File: src/rtl/axi_write_burst_gen.sv
// axi_write_burst_gen
//
// AXI4 write-channel engine for decompressed output. It accepts one job at a time
// (destination address plus byte length) and the 512-bit beat stream from the
// decompressor output FIFO. It produces AW/W/B traffic. Bursts are at most 64 beats
// and never cross a 4 KB boundary. job_done pulses once every write response of the
// job has returned.
//
// Optional feature (compile-time macro WR_PARTIAL_STRB_EN):
//   defined     : the final beat of a job whose length is not a multiple of 64 bytes
//                 carries wstrb = (1 << tail) - 1.
//   not defined : wstrb is always all ones, so the tail is written as a full beat.
//
// Ports:
//   clk, rst                    clock, synchronous active-high reset
//   job_valid/job_ready         job handshake; job_des_addr (bits [5:0] ignored),
//                               job_length in bytes
//   s_data/s_valid/s_ready      beat stream from the output FIFO
//   awvalid/awready/awaddr/awlen  AXI write address channel
//   wdata/wstrb/wlast/wvalid/wready  AXI write data channel (wdata = s_data)
//   bvalid/bresp/bready         AXI write response channel
//   job_done                    one-cycle pulse when the job has fully completed
//   wr_error                    sticky: some bresp != 0 during the current job
//   idle                        high only while the AW FSM is idle
module axi_write_burst_gen #(
  parameter int unsigned C_M_AXI_ADDR_WIDTH = 64,
  parameter int unsigned C_M_AXI_DATA_WIDTH = 512,
  parameter int unsigned MAX_OUTSTANDING    = 8
) (
  input  logic                            clk,
  input  logic                            rst,
  input  logic                            job_valid,
  output logic                            job_ready,
  input  logic [C_M_AXI_ADDR_WIDTH-1:0]   job_des_addr,
  input  logic [31:0]                     job_length,
  input  logic [C_M_AXI_DATA_WIDTH-1:0]   s_data,
  input  logic                            s_valid,
  output logic                            s_ready,
  output logic                            awvalid,
  input  logic                            awready,
  output logic [C_M_AXI_ADDR_WIDTH-1:0]   awaddr,
  output logic [7:0]                      awlen,
  output logic [C_M_AXI_DATA_WIDTH-1:0]   wdata,
  output logic [C_M_AXI_DATA_WIDTH/8-1:0] wstrb,
  output logic                            wlast,
  output logic                            wvalid,
  input  logic                            wready,
  input  logic                            bvalid,
  input  logic [1:0]                      bresp,
  output logic                            bready,
  output logic                            job_done,
  output logic                            wr_error,
  output logic                            idle
);

  localparam int unsigned StrbW = C_M_AXI_DATA_WIDTH / 8;
  localparam int unsigned PtrW  = $clog2(MAX_OUTSTANDING);
  localparam int unsigned CntW  = PtrW + 1;

  typedef enum logic [1:0] {StIdle, StCalc, StIssue, StDrain} state_e;

  state_e                          state_q, state_d;
  logic [C_M_AXI_ADDR_WIDTH-1:0]   addr_q, addr_d;
  logic [26:0]                     beats_left_q, beats_left_d;
  logic [6:0]                      blen_q, blen_d;
  logic [C_M_AXI_ADDR_WIDTH-1:0]   awaddr_q, awaddr_d;
  logic [7:0]                      awlen_q, awlen_d;
  logic [CntW-1:0]                 outstanding_q, outstanding_d;
  logic                            wr_error_q, wr_error_d;
  logic                            job_done_q, job_done_d;

  // Burst-length FIFO: one entry per issued AW, popped on the matching wlast beat.
  logic [6:0]                      fifo_len_q [MAX_OUTSTANDING];
  logic [PtrW-1:0]                 wr_ptr_q, wr_ptr_d;
  logic [PtrW-1:0]                 rd_ptr_q, rd_ptr_d;
  logic [CntW-1:0]                 fifo_cnt_q, fifo_cnt_d;
  logic [6:0]                      beat_cnt_q, beat_cnt_d;

`ifdef WR_PARTIAL_STRB_EN
  logic [5:0]                      tail_q, tail_d;
  // Marks the entry holding the final burst of the job.
  logic                            fifo_last_q [MAX_OUTSTANDING];
`endif

  logic       job_accept;
  logic       aw_hs;
  logic       b_acc;
  logic       w_active;
  logic       w_hs;
  logic       w_pop;
  logic       fifo_full;
  logic       fifo_empty;
  logic       final_burst;
  logic [6:0] head_len;
  logic [6:0] to_bound;
  logic [6:0] blen_calc;

  // ---------------------------------------------------------------------------
  // Handshakes and channel outputs
  // ---------------------------------------------------------------------------
  assign fifo_full  = (fifo_cnt_q == CntW'(MAX_OUTSTANDING));
  assign fifo_empty = (fifo_cnt_q == '0);

  assign job_ready  = !rst && (state_q == StIdle);
  assign job_accept = job_valid && job_ready;
  assign idle       = (state_q == StIdle);

  // The FIFO full term never blocks legal traffic (FIFO occupancy cannot exceed
  // outstanding); it only protects the FIFO against B responses that arrive early.
  assign awvalid = !rst && (state_q == StIssue) &&
                   (outstanding_q < CntW'(MAX_OUTSTANDING)) && !fifo_full;
  assign aw_hs   = awvalid && awready;
  assign awaddr  = awaddr_q;
  assign awlen   = awlen_q;

  assign bready = !rst;
  // B with nothing outstanding is a protocol error and is dropped.
  assign b_acc  = bvalid && bready && (outstanding_q != '0);

  assign w_active = !rst && !fifo_empty;
  assign head_len = fifo_len_q[rd_ptr_q];
  assign wvalid   = s_valid && w_active;
  assign s_ready  = wready && w_active;
  assign wdata    = s_data;
  assign wlast    = w_active && (beat_cnt_q == head_len - 7'd1);
  assign w_hs     = wvalid && wready;
  assign w_pop    = w_hs && wlast;

`ifdef WR_PARTIAL_STRB_EN
  always_comb begin
    wstrb = '1;
    if (wlast && fifo_last_q[rd_ptr_q] && (tail_q != 6'd0)) begin
      wstrb = (StrbW'(1) << tail_q) - StrbW'(1);
    end
  end
`else
  assign wstrb = '1;
`endif

  assign job_done = job_done_q;
  assign wr_error = wr_error_q;

  // Beats remaining up to the next 4 KB boundary (1..64).
  assign to_bound  = 7'd64 - {1'b0, addr_q[11:6]};
  assign blen_calc = (beats_left_q < 27'(to_bound)) ? beats_left_q[6:0] : to_bound;

  assign final_burst = (beats_left_q == 27'(blen_q));

  // ---------------------------------------------------------------------------
  // AW FSM next state
  // ---------------------------------------------------------------------------
  always_comb begin
    state_d      = state_q;
    addr_d       = addr_q;
    beats_left_d = beats_left_q;
    blen_d       = blen_q;
    awaddr_d     = awaddr_q;
    awlen_d      = awlen_q;
    job_done_d   = 1'b0;
`ifdef WR_PARTIAL_STRB_EN
    tail_d       = tail_q;
`endif
    unique case (state_q)
      StIdle: begin
        if (job_accept) begin
          addr_d       = {job_des_addr[C_M_AXI_ADDR_WIDTH-1:6], 6'b0};
          beats_left_d = {1'b0, job_length[31:6]} + 27'(|job_length[5:0]);
`ifdef WR_PARTIAL_STRB_EN
          tail_d       = job_length[5:0];
`endif
          state_d      = (job_length == 32'd0) ? StDrain : StCalc;
        end
      end
      StCalc: begin
        awaddr_d = addr_q;
        awlen_d  = {1'b0, blen_calc - 7'd1};
        blen_d   = blen_calc;
        state_d  = StIssue;
      end
      StIssue: begin
        if (aw_hs) begin
          addr_d       = addr_q + C_M_AXI_ADDR_WIDTH'({blen_q, 6'b0});
          beats_left_d = beats_left_q - 27'(blen_q);
          state_d      = final_burst ? StDrain : StCalc;
        end
      end
      StDrain: begin
        // Look at next-state counters so done lands the cycle after the last B.
        if ((outstanding_d == '0) && (fifo_cnt_d == '0)) begin
          job_done_d = 1'b1;
          state_d    = StIdle;
        end
      end
      default: state_d = StIdle;
    endcase
  end

  // ---------------------------------------------------------------------------
  // Outstanding counter, error flag, FIFO pointers, beat counter
  // ---------------------------------------------------------------------------
  always_comb begin
    outstanding_d = outstanding_q;
    unique case ({aw_hs, b_acc})
      2'b10:   outstanding_d = outstanding_q + CntW'(1);
      2'b01:   outstanding_d = outstanding_q - CntW'(1);
      default: outstanding_d = outstanding_q;
    endcase
  end

  always_comb begin
    wr_error_d = wr_error_q;
    if (job_accept) begin
      wr_error_d = 1'b0;
    end else if (b_acc && (bresp != 2'b00)) begin
      wr_error_d = 1'b1;
    end
  end

  always_comb begin
    wr_ptr_d   = wr_ptr_q + PtrW'(aw_hs);
    rd_ptr_d   = rd_ptr_q + PtrW'(w_pop);
    fifo_cnt_d = fifo_cnt_q;
    unique case ({aw_hs, w_pop})
      2'b10:   fifo_cnt_d = fifo_cnt_q + CntW'(1);
      2'b01:   fifo_cnt_d = fifo_cnt_q - CntW'(1);
      default: fifo_cnt_d = fifo_cnt_q;
    endcase
    beat_cnt_d = beat_cnt_q;
    if (w_hs) begin
      beat_cnt_d = wlast ? 7'd0 : beat_cnt_q + 7'd1;
    end
  end

  // ---------------------------------------------------------------------------
  // State registers
  // ---------------------------------------------------------------------------
  always_ff @(posedge clk) begin
    if (rst) begin
      state_q       <= StIdle;
      addr_q        <= '0;
      beats_left_q  <= '0;
      blen_q        <= '0;
      awaddr_q      <= '0;
      awlen_q       <= '0;
      outstanding_q <= '0;
      wr_error_q    <= 1'b0;
      job_done_q    <= 1'b0;
      wr_ptr_q      <= '0;
      rd_ptr_q      <= '0;
      fifo_cnt_q    <= '0;
      beat_cnt_q    <= '0;
`ifdef WR_PARTIAL_STRB_EN
      tail_q        <= '0;
`endif
    end else begin
      state_q       <= state_d;
      addr_q        <= addr_d;
      beats_left_q  <= beats_left_d;
      blen_q        <= blen_d;
      awaddr_q      <= awaddr_d;
      awlen_q       <= awlen_d;
      outstanding_q <= outstanding_d;
      wr_error_q    <= wr_error_d;
      job_done_q    <= job_done_d;
      wr_ptr_q      <= wr_ptr_d;
      rd_ptr_q      <= rd_ptr_d;
      fifo_cnt_q    <= fifo_cnt_d;
      beat_cnt_q    <= beat_cnt_d;
`ifdef WR_PARTIAL_STRB_EN
      tail_q        <= tail_d;
`endif
    end
  end

  // FIFO storage needs no reset: entries are only read while the count is non-zero.
  always_ff @(posedge clk) begin
    if (aw_hs) begin
      fifo_len_q[wr_ptr_q] <= blen_q;
`ifdef WR_PARTIAL_STRB_EN
      fifo_last_q[wr_ptr_q] <= final_burst;
`endif
    end
  end

endmodule

File: config.mk
export PLATFORM = sky130hd
export DESIGN_NAME = axi_write_burst_gen
export DESIGN_NICKNAME = d
export VERILOG_FILES = /design/src/rtl/axi_write_burst_gen.sv
export SDC_FILE = /design/constraint.sdc
export NUM_CORES = 1
export LEC_CHECK = 0
export ABC_AREA = 1
export BUFFER_PORTS_ARGS = -buffer_cell sky130_fd_sc_hd__buf_2
export CORE_AREA = 2 2 490 492
export DETAILED_ROUTE_END_ITERATION = 10
export DIE_AREA = 0 0 492 494
export PLACE_DENSITY = 0.33
export SLEW_MARGIN = 20
export SYNTH_ARGS = -nofsm -noshare
export SYNTH_HDL_FRONTEND = slang
export SYNTH_SLANG_ARGS = --single-unit
File: constraint.sdc
create_clock -name clk -period 10.45 [get_ports clk]
set_clock_uncertainty 0.1 [all_clocks]
set_input_delay 0.5225 -clock clk [delete_from_list [all_inputs] [get_ports clk]]
set_output_delay 0.5225 -clock clk [all_outputs]
set_load 0.01 [all_outputs]
# Word-level counts from Yosys, hierarchy flattened
# Memory sizes are Yosys's and may differ from the RTL's. A register that Yosys moved wholly into a read port is not among the register bits.
# Index checks and enable logic that the tools add are counted.
[word_totals] reg_bits=194 latch_bits=0 mem_bits_rw=56 rom_bits=0 in_bits=617 out_inout_bits=657 wordCells=95 n_memories=1
[memory_table] memory="fifo_len_q" depth=8 width=7 rd=1 rd_clocked_by_memory_dff=1 write_ports=1 line="73" source="logic [6:0] fifo_len_q [MAX_OUTSTANDING];"
[classes] add_sub_neg=13 multipliers=0 n_div=0 magnitude_cmp=2 n_eq_ne=13 n_shift=0 n_mux=20 n_bitwise=1 n_reduce_logical=32
[ops] op="64-bit two-way mux" n=2
[ops] op="64-bit case mux with 2 select lines" n=1
[ops] op="64-bit by 13-bit adder with 64-bit output" n=1
[ops] op="27-bit two-way mux" n=2
[ops] op="27-bit case mux with 2 select lines" n=1
[ops] op="32-bit logical NOT" n=1
[ops] op="26-bit by 1-bit adder with 27-bit output" n=1
[ops] op="27-bit by 7-bit equality test with 1-bit output" n=1
[ops] op="27-bit by 7-bit less-than comparator with 1-bit output" n=1
[ops] op="27-bit by 7-bit subtractor with 27-bit output" n=1
[ops] op="1-bit logical AND" n=16
[ops] op="4-bit case mux with 2 select lines" n=2
[ops] op="7-bit two-way mux" n=2
[ops] op="7-bit by 1-bit subtractor with 7-bit output (second input constant)" n=2
[ops] op="4-bit logical NOT" n=3
[ops] op="2-bit two-way mux" n=5
[ops] op="4-bit by 1-bit adder with 4-bit output (second input constant)" n=2
[ops] op="2-bit equality test (second input constant)" n=4
[ops] op="2-bit case mux with 4 select lines" n=1
[ops] op="4-bit by 1-bit subtractor with 4-bit output (second input constant)" n=2
[ops] op="7-bit by 1-bit adder with 7-bit output (second input constant)" n=1
[ops] op="7-bit equality test" n=1
[ops] op="7-bit by 6-bit subtractor with 7-bit output (first input constant)" n=1
[ops] op="3-bit by 1-bit adder with 3-bit output" n=2
[ops] op="other kinds (15)" n=25

# Depth between registers and ports, before layout
[logic_depth] ltp_word=12 depth_mapped=31 ltp_nobuf=30

# Worst setup path before layout
# Ideal clock, no wire load.
[synth_path] path_type="register -> register" from="register rd_ptr_q[1] (netlist name)" to="register state_q[1]" setup_ps=109 arrival_time_ps=3374 required_time_ps=10241 path_slack_ps=6867 path_stages_with_launch=27 path_buffers=2 period_less_slack_ps=3583 path_cell_list="dfxtp_1 > clkbuf_2 > inv_1 > buf_2 > nand2_1 > nand3_1 > nand2_1 > ha_1 > xnor2_1 > nor2_1 > nand3_1 > nor2_1 > nand2_1 > nor2_1 > nand3_1 > inv_1 > ha_1 > xor2_1 > ha_1 > mux2i_1 > nand4_1 > nor3_1 > nand3_1 > nand2_1 > nand3_1 > nand2_1 > inv_1"
[synth_rtl] element="end signal, assigned" line="239" source="state_q <= StIdle;"
[synth_rtl] element="end signal, assigned" line="256" source="state_q <= state_d;"
[synth_rtl] element="end, declared" line="62" source="state_e state_q, state_d;"

==> flow_summary.toml <==
[critical_path]
crit_path_max_incr_delay_ns = 0.44
worstPathRequired_ns = 10.87
critical_path.startpoint_type = "register"
worstSetupEndpointType = "register"
crit_arrival_ns = 5.02
cp.buffers_inverters = 4
cp_top_family = "simple AND/OR/NAND/NOR gates"
crit_top_cell = "nand2_1"
critPathKind = "reg2reg"
worst_path_max_delay_cell = "inv_2"
crit_fanout = 30

[yosys]
yosys_register_bits = 238
synth_async_sr_flop_share_pct = 0
synth-simple-area-share_pct = 25.1
synthDistinctLibCells = 54
synth_largest_area_cell = "buf_4"
avgSynthCellArea_um2 = 6.94
synth_sequential_area_ratio_pct = 28.8
synth_fa_ha_area_share_pct = 2.76
yosys.area_share.xor_xnor_pct = 2.41
synthTopCellsByArea = "buf_4 (24%), dfxtp_1 (20%), nand2_1 (9.5%)"
synth_top_family_by_area = "buffers and inverters"
post_synth_mux_area_share_pct = 0.108
yosys.area.top_type_share_pct = 23.7
ys.flop_type = "dfxtp_1"
post_synthesis_cell_area_um2 = 18500
synth_enable_flop_cells = 56
synthesis.instances = 2665
synth_compound_area_share_pct = 10.7
yosys_warnings = 0

[detailed_routing]
drtPass1Iterations = 5
detail_route.vias_per_cell = 2.85
final_routed_wirelength_mm = 132
first_iter_violations = 1028
post_drt_wl_per_cell_um = 24.0
detail_route.drc_violations = 0
vias = 15600
antenna_left = 0

[outcome]
result_of_the_run = "complete, no violations"

[grt]
grt_pass1_wl_mm = 164
grt_start_max_net_pins = 79
grt_antenna_before_repair = 10
grt_usage_pct = 10.2
grt_pass1_vias = 15000
grt-ovfl-total = 0

[timing]
unrepaired_setup_endpoints_after_global_routing = "false"
timing.max_slew.rel_slack_pct = 32.2
final_period_minus_worst_setup_slack_ns = 4.60
fmax_mhz = 218
timing.setup.tns_ns = 0
timing_max_transition_violations_final = 0
fin_crit_sh_pct = 44.0
number_of_failing_hold_endpoints_at_the_final_stage = 0
hold_ws_ns = 0.106
setup_viol = 0
max_slew.worst_pin.slew_ns = 1.01

[place]
place.port_buffers = 172
place_congestion = 0.838
detailedPlacementHpwl_mm = 113

[clocking]
tritoncts = "done"
cts_root_buffer = "clkbuf_16"
post-cts-setup-buffers = 0
clock_sink_count = 238
cts_inserted_buffers = 30
buffers_from_clock_root_to_sink_at_most = 3
cts_max_level = 1
postCtsResizedCells = 0
clk_pin_slew_worst_paths_ns = 0.06
cts_hold_repair.buffers = 1
source_to_sink_clock_delay_at_the_later_pin_of_the_worst_skew_pair_ns = 0.64

[floorplan]
ios = 1274
die-area_um2 = 243000
die_h_um = 494
initial_core_util_pct = 7.79
dieWidth_um = 492
placeable_core_area_um2 = 237000
num_rows = 179

[final_layout]
area.growth.synth_to_final_pct = 8.26
finish.net_count = 2948
layout_common_cells = "nand2_1 (468), nor2_1 (296), inv_1 (217)"
final_core_utilization_pct = 8.44
layout_commonest_cell = "nand2_1"
final_layout_size_suffix_gt1_share_pct = 12.8

[pwr]
cellPowerDensity_nw_per_um2 = 194
cellLeakagePower_nw = 7.41
p_int_mw = 2.16
power.switching_mw = 1.73
clock_power_share_pct = 28.1
seq_power_share_pct = 34.1
sw_frac_of_total_pct = 44.4
worst_ir_drop_vdd_v = 0.000122
combPwrFrac_pct = 37.8

[job]
timing.max_cap.violations = 0

[worst_hold_path]
hold_class = "in2reg"
-- flip-flops by register name, indices dropped and copies added, names as in the netlist --
signal / count
wr_error: 1
wr_ptr_q: 3
beat_cnt_q: 7
fifo_len_q: 56
awaddr: 58
awlen: 7
rd_ptr_q: 3
fifo_cnt_q: 4
beats_left_q: 27
outstanding_q: 4
blen_q: 7
job_done: 1
addr_q: 58
state_q: 2
-- cells in the mapped netlist (all sizes together) (3+ instances only) --
cell	count
nand4	29
ha	36
or2	19
nor2	309
o21bai	4
nand3	165
nor4	25
o22ai	3
xor2	39
a221oi	3
inv	224
o211ai	27
edfxtp	56
xnor2	12
buf	607
clkbuf	59
nand3b	10
o21a	3
fa	3
a31oi	8
o21ai	158
a211oi	5
dfxtp	182
nor3	44
a21oi	140
nand2	478
-- kinds of logic (layout without fill, tap and decap cells) --
| logic type | Yosys count | count (layout) |
|---|---|---|
| simple gates | 1082 | 1082 |
| buf+inv | 891 | 471 |
| compound gates | 360 | 360 |
| flops | 238 | 238 |
| xor+xnor | 51 | 51 |
| fa+ha+maj | 39 | 39 |
| other cells | 2 | 73 |
| mux | 2 | 2 |
-- power by group through the flow --
| stage | combinational [mW] | clock, mW | sequential (mW) |
|---|---|---|---|
| final | 1.47 | 1.09 | 1.33 |
| after global routing | 1.67 | 1.17 | 1.36 |
| after CTS | 1.52 | 1.16 | 1.33 |
| after detailed placement | 1.52 | 0 | 1.35 |
| after global placement | 1.51 | 0 | 1.35 |
| after floorplan | 1.16 | 0 | 1.29 |
-- cell type report --
type | instances | area (µm²)
Clock inverter | 14 | 150
Tap cell | 3167 | 3960
Multi-Input combinational cell | 1605 | 7900
Inverter | 225 | 847
Sequential cell | 238 | 5330
Fill cell | 28100 | 217000
Antenna cell | 2 | 5.00
Clock buffer | 40 | 828
Timing Repair Buffer | 192 | 1020
-- path summary, 6_finish.rpt --
kind                     from          endpoint  slack [ns]  depth (start not counted)
min reg2reg  beats_left_q[17]  beats_left_q[17]        0.39                          2
min          job_des_addr[61]        addr_q[61]        0.11                          3
max               rd_ptr_q[0]        state_q[1]        5.85                         27
max reg2reg       rd_ptr_q[0]        state_q[1]        5.85                         27
-- metal layers --
layer | global-route usage (%) | up-vias | wire (µm)
met5 | 3.54 | - | 1190
met4 | 2.68 | 24 | 3410
met3 | 10.7 | 233 | 30300
met2 | 16.5 | 1119 | 60300
met1 | 8.23 | 7033 | 36400
li1 | - | 7218 | -
-- stage by stage --
step	setup slack, ns	std cells	instance area, µm²	total power [mW]
after floorplan	6.87	2734	18800	2.45
after global placement	5.72	5426	19000	2.86
after detailed placement	5.66	5426	19000	2.87
after CTS	5.72	5481	20000	4.01
after global routing	5.26	5482	20000	4.20
final	5.85	5483	20000	3.89
-- tightest hold or removal path: cells and delay by family --
| kind | cells | cell delay [ns] |
|---|---|---|
| compound gates | 2 | 0.18 |
| buf+inv | 1 | 0.08 |
Note: power is estimated with default switching activity, not from simulation.
